$ cat config.mk
export PLATFORM = sky130hd
export DESIGN_NAME = keypad_scan_controller
export DESIGN_NICKNAME = d
export VERILOG_FILES = /design/src/rtl/keypad_scan_controller.sv
export SDC_FILE = /design/constraint.sdc
export NUM_CORES = 1
export LEC_CHECK = 0
export ABC_AREA = 1
export ABC_CLOCK_PERIOD_IN_PS = 2800
export CORE_MARGIN = 1.5
export CORE_UTILIZATION = 43
export DETAILED_ROUTE_END_ITERATION = 8
export GPL_TIMING_DRIVEN = 0
export SETUP_SLACK_MARGIN = 0.15
export SLEW_MARGIN = 20
export SYNTH_ARGS = -nofsm -noshare
export SYNTH_HDL_FRONTEND = slang
export SYNTH_SLANG_ARGS = --single-unit
export TNS_END_PERCENT = 5
$ cat constraint.sdc
create_clock -name clk -period 2.8 [get_ports clk]
set_clock_uncertainty 0.15 [all_clocks]
set_input_delay 0.28 -clock clk [delete_from_list [all_inputs] [get_ports clk]]
set_output_delay 0.28 -clock clk [all_outputs]
set_load 0.03 [all_outputs]
$ cat src/rtl/keypad_scan_controller.sv
// Purpose: scans a 4x3 keypad, debounces press and release, emits one key code per press.
// Latency: 2-cycle column sync + DEBOUNCE_CYCLES matches; key_valid rises the edge after accept.
// Backpressure: valid/ready; a key accepted while one is pending and not taken is dropped, setting sticky overflow.
module keypad_scan_controller #(
  parameter int SCAN_CYCLES     = 4,
  parameter int DEBOUNCE_CYCLES = 8
) (
  input  logic       clk,
  input  logic       reset,
  output logic [3:0] row,
  input  logic [2:0] col,
  output logic       key_valid,
  input  logic       key_ready,
  output logic [3:0] key_code,
  output logic       key_is_digit,
  output logic       overflow,
  output logic       busy
);

  typedef enum logic [1:0] {SCAN, DEBOUNCE, PRESSED, RELEASE} state_t;

  localparam logic [7:0] SCAN_LAST = 8'(SCAN_CYCLES - 1);
  localparam logic [7:0] DEB_LAST  = 8'(DEBOUNCE_CYCLES - 1);

  state_t     state;
  logic [2:0] col_m;
  logic [2:0] col_s;
  logic [1:0] r;
  logic [2:0] lcol;
  logic [7:0] scan_cnt;
  logic [7:0] deb_cnt;
  logic       onehot;
  logic       accept;
  logic [3:0] acc_code;

  // Keypad legend: rows 1-3 are digits 1-9, row 4 is '*', '0', '#'.
  function automatic logic [3:0] map_key(input logic [1:0] ri, input logic [2:0] c);
    logic [3:0] ci;
    logic [3:0] code;
    ci = c[0] ? 4'd0 : (c[1] ? 4'd1 : 4'd2);
    if (ri == 2'd3) begin
      case (ci)
        4'd0:    code = 4'd10;
        4'd1:    code = 4'd0;
        default: code = 4'd11;
      endcase
    end else begin
      code = {2'b00, ri} * 4'd3 + ci + 4'd1;
    end
    return code;
  endfunction

  function automatic logic [3:0] row_of(input logic [1:0] i);
    return 4'b0001 << i;
  endfunction

  // Two-flop synchronizer on the asynchronous column sense lines.
  always_ff @(posedge clk) begin
    if (reset) begin
      col_m <= 3'b000;
      col_s <= 3'b000;
    end else begin
      col_m <= col;
      col_s <= col_m;
    end
  end

  // Single-key detection and the accept strobe that ends a successful debounce.
  always_comb begin
    onehot   = (col_s != 3'b000) && ((col_s & (col_s - 3'd1)) == 3'b000);
    accept   = (state == DEBOUNCE) && (col_s == lcol) && (deb_cnt >= DEB_LAST);
    acc_code = map_key(r, lcol);
  end

  // Scan/debounce FSM; row and busy are registered alongside the state.
  always_ff @(posedge clk) begin
    if (reset) begin
      state    <= SCAN;
      r        <= 2'd0;
      row      <= 4'b0001;
      lcol     <= 3'b000;
      scan_cnt <= 8'd0;
      deb_cnt  <= 8'd0;
      busy     <= 1'b0;
    end else begin
      case (state)
        SCAN: begin
          if (scan_cnt >= SCAN_LAST) begin
            scan_cnt <= 8'd0;
            if (onehot) begin
              // Hold the current row and examine this column.
              lcol    <= col_s;
              deb_cnt <= 8'd0;
              state   <= DEBOUNCE;
              busy    <= 1'b1;
            end else begin
              r   <= r + 2'd1;
              row <= row_of(r + 2'd1);
            end
          end else begin
            scan_cnt <= scan_cnt + 8'd1;
          end
        end
        DEBOUNCE: begin
          if (col_s == lcol) begin
            if (deb_cnt >= DEB_LAST) begin
              deb_cnt <= 8'd0;
              state   <= PRESSED;
            end else begin
              deb_cnt <= deb_cnt + 8'd1;
            end
          end else begin
            // Unstable contact: give up and move on to the next row.
            deb_cnt <= 8'd0;
            state   <= SCAN;
            busy    <= 1'b0;
            r       <= r + 2'd1;
            row     <= row_of(r + 2'd1);
          end
        end
        PRESSED: begin
          if ((col_s & lcol) == 3'b000) begin
            deb_cnt <= 8'd0;
            state   <= RELEASE;
          end
        end
        RELEASE: begin
          if ((col_s & lcol) != 3'b000) begin
            // Release bounce: back to held, no new key.
            state <= PRESSED;
          end else if (deb_cnt >= DEB_LAST) begin
            deb_cnt <= 8'd0;
            state   <= SCAN;
            busy    <= 1'b0;
            r       <= r + 2'd1;
            row     <= row_of(r + 2'd1);
          end else begin
            deb_cnt <= deb_cnt + 8'd1;
          end
        end
        default: begin
          state <= SCAN;
          busy  <= 1'b0;
        end
      endcase
    end
  end

  // Output holding register with valid/ready handshake and sticky overflow.
  always_ff @(posedge clk) begin
    if (reset) begin
      key_valid    <= 1'b0;
      key_code     <= 4'd0;
      key_is_digit <= 1'b0;
      overflow     <= 1'b0;
    end else if (accept) begin
      if (!key_valid || key_ready) begin
        key_valid    <= 1'b1;
        key_code     <= acc_code;
        key_is_digit <= (acc_code <= 4'd9);
      end else begin
        overflow <= 1'b1;
      end
    end else if (key_valid && key_ready) begin
      key_valid <= 1'b0;
    end
  end

endmodule

==> metrics.cfg <==
[sta]
fin_crit_ns = 2.22
rsz0062_at_grt = false
setup_violations = 0
drv_slew = 0
max_slew_margin_pct = 65.7
hold_viol = 0
fin_tns_setup_ns = 0
worst_pin_slew_ns = 0.514
fmax_ghz = 0.450
fin_crit_sh_pct = 79.3

[placed_design]
post-place-cells = 348
dp.final_hpwl_um = 2940
dpl_cell_area_mm2 = 0.00224
io_buffers = 17
place.gp.congestion = 0.823

[final_layout]
diodes = 0
postLayoutCellArea_mm2 = 0.00232
final_cell_mix = nand2_1 (66), nor2_1 (53), dfxtp_1 (41)
nets = 324
mostFrequentLayoutCell = nand2_1
final_cell_count_no_fill = 356
n_fill_cell = 465
drive_gt1_share_pct = 6.58
areaGrowthSynthToFinish_pct = 15.7

[yosys]
synth_nets = 300
yosys_warnings = 0
synth_area_leaders = dfxtp_1 (41%), nand2_1 (12%), nor2_1 (9.9%)
yosysUniqueCellTypes = 25
synth_seq_cells = 41
ys_seq_area_share_pct = 40.9
avgSynthCellArea_um2 = 7.19
synth_top_area_share_pct = 40.9
syn_inst = 279
yosys.area.top_type = dfxtp_1
syn_area_mm2 = 0.00201

[global_route]
grt_antenna_before_repair = 0
grt_first_pass_wirelength_um = 6650
grt.total_usage_pct = 16.6
grt.overflow.total = 0
grt_max_degree = 12
grt_pass1_vias = 1519

[detailed_routing]
antenna_left = 0
via_per_inst = 4.72
drc_errors = 0
dr.pass1.iters = 4
avgRoutedWirePerCell_um = 10.8
drtIter0Drc = 45
vias = 1679
drt_wl_total_um = 3840

[clocking]
insertion_delay_ns = 0.29
cts_buffer_depth = 2
ctsResizeCount = 0
cts_buffers = 5
cts.htree.levels = 2
tritoncts = built
clk_pin_slew_ns = 0.08
cts_hold_buf = 0
cts_root_buf = clkbuf_8
cts_sinks = 41
cts_setup_buffers = 0

[die]
core_area_mm2 = 0.00441
start_util_pct = 45.4
dieArea_mm2 = 0.00508
pin_count = 18
die_x_um = 71.3
dieHeight_um = 71.3
rows = 24

[min_path]
hp-start = col_m[2]$_SDFF_PP0_
hold_path.class = reg -> reg

[power]
p_switching_uw = 876
pwr-share-seq_pct = 36.7
peakVddDrop_mv = 0.361
power_frac_comb_pct = 45.7
power.internal_uw = 1210
power_leakage_uw = 0.00104
p_sw_share_pct = 42.0
power.density_mw_per_mm2 = 900
p_clk_share_pct = 17.6

[setup_path]
required_ns = 2.81
crit_path_end_kind = flop
cpPeakStageDelay_ns = 0.50
cp_max_fo = 4
cp.arrival_ns = 2.23
crit_slowest_cell = fa_1
critPathLaunch = lcol[0]$_SDFFE_PP0P_
crit_path_start_kind = flop
crit_chain = nor2_1 -> fa_1 -> fa_1 -> a21oi_1 -> or2_0 -> a21oi_1
timing.rr.start = lcol[0]$_SDFFE_PP0P_
crit_type = reg -> reg

[run_status]
run_status = finished clean

[run]
drv_cap = 0

-- path summary, 6_finish.rpt --
kind                              endpoint  depth (start not counted)  slack (ns)
setup / recovery  key_code[1]$_SDFFE_PP0P_                          6        0.58
hold / removal         col_s[2]$_SDFF_PP0_                          2        0.25
setup reg to reg  key_code[1]$_SDFFE_PP0P_                          6        0.58
hold reg to reg        col_s[2]$_SDFF_PP0_                          2        0.25
-- Yosys cell counts, drive strengths merged --
| cell | n |
|---|---|
| fa | 2 |
| nand3b | 1 |
| inv | 40 |
| ha | 13 |
| nand4 | 1 |
| nor2 | 59 |
| dfxtp | 41 |
| nor3 | 5 |
| nand3 | 17 |
| clkbuf | 2 |
| nand2 | 69 |
| a31oi | 1 |
| a211oi | 1 |
| a21oi | 20 |
| o21ai | 4 |
| buf | 2 |
| or2 | 1 |
-- stage by stage --
stage | utilization, % | power (uW) | hold WS (ns) | setup slack (ns)
after floorplan | - | 1500 | 0.207 | 0.763
after global placement | 50.8 | 1720 | 0.239 | 0.624
after detailed placement | 50.8 | 1750 | 0.245 | 0.565
after CTS | 52.6 | 2120 | 0.255 | 0.558
after global routing | 52.6 | 2280 | 0.268 | 0.386
final | 52.6 | 2090 | 0.254 | 0.578
-- area by class of cell --
| cell class | count | area (um2) | share of cell area (%) |
|---|---|---|---|
| buffer | 4 | 23.8 | 1.02 |
| inverter | 40 | 150 | 6.47 |
| sequential | 41 | 821 | 35.4 |
| clock buffer | 8 | 80.1 | 3.45 |
| timing repair buffer | 17 | 170 | 7.33 |
| multi-input combinational | 194 | 1010 | 43.6 |
| tap | 52 | 65.1 | 2.80 |
-- kinds of logic after synthesis --
family | synth area share (%)
AOI/OAI and AO/OA | 6.68
adders and majority gates | 10.1
DFF | 40.9
and+or+nand+nor | 33.6
buffers and inverters | 8.67
-- registers in the layout, indices dropped and copies added, names as in the netlist, 2 cells and up --
register  flops
col_m         3
col_s         3
deb_cnt       8
key_code      4
lcol          3
r             2
row           4
scan_cnt      8
state         2
-- power by group through the flow --
stage / Combinational (uW) / Clock, uW / Sequential (uW)
global route: 1100 / 402 / 781
finish: 955 / 368 / 765
CTS: 971 / 378 / 767
floorplan: 670 / 0 / 827
global placement: 944 / 0 / 780
detailed placement: 969 / 0 / 780
-- critical path, delay by kind of cell, from the launching register on --
| kind | cells | cell delay [ns] |
|---|---|---|
| adder cells (fa/ha/maj) | 2 | 0.97 |
| flip-flops | 1 | 0.35 |
| AND/OR/NAND/NOR | 2 | 0.35 |
| AO/OA/AOI/OAI | 2 | 0.28 |
-- routing by layer --
layer	up-vias	global-route usage (%)	share of wire (%)
met5	-	0	0
met4	0	6.29	1.6
met3	6	4.08	3.4
met2	25	27.2	46
met1	744	21.2	49
li1	904	-	-
(Power assumes the default switching activity.)
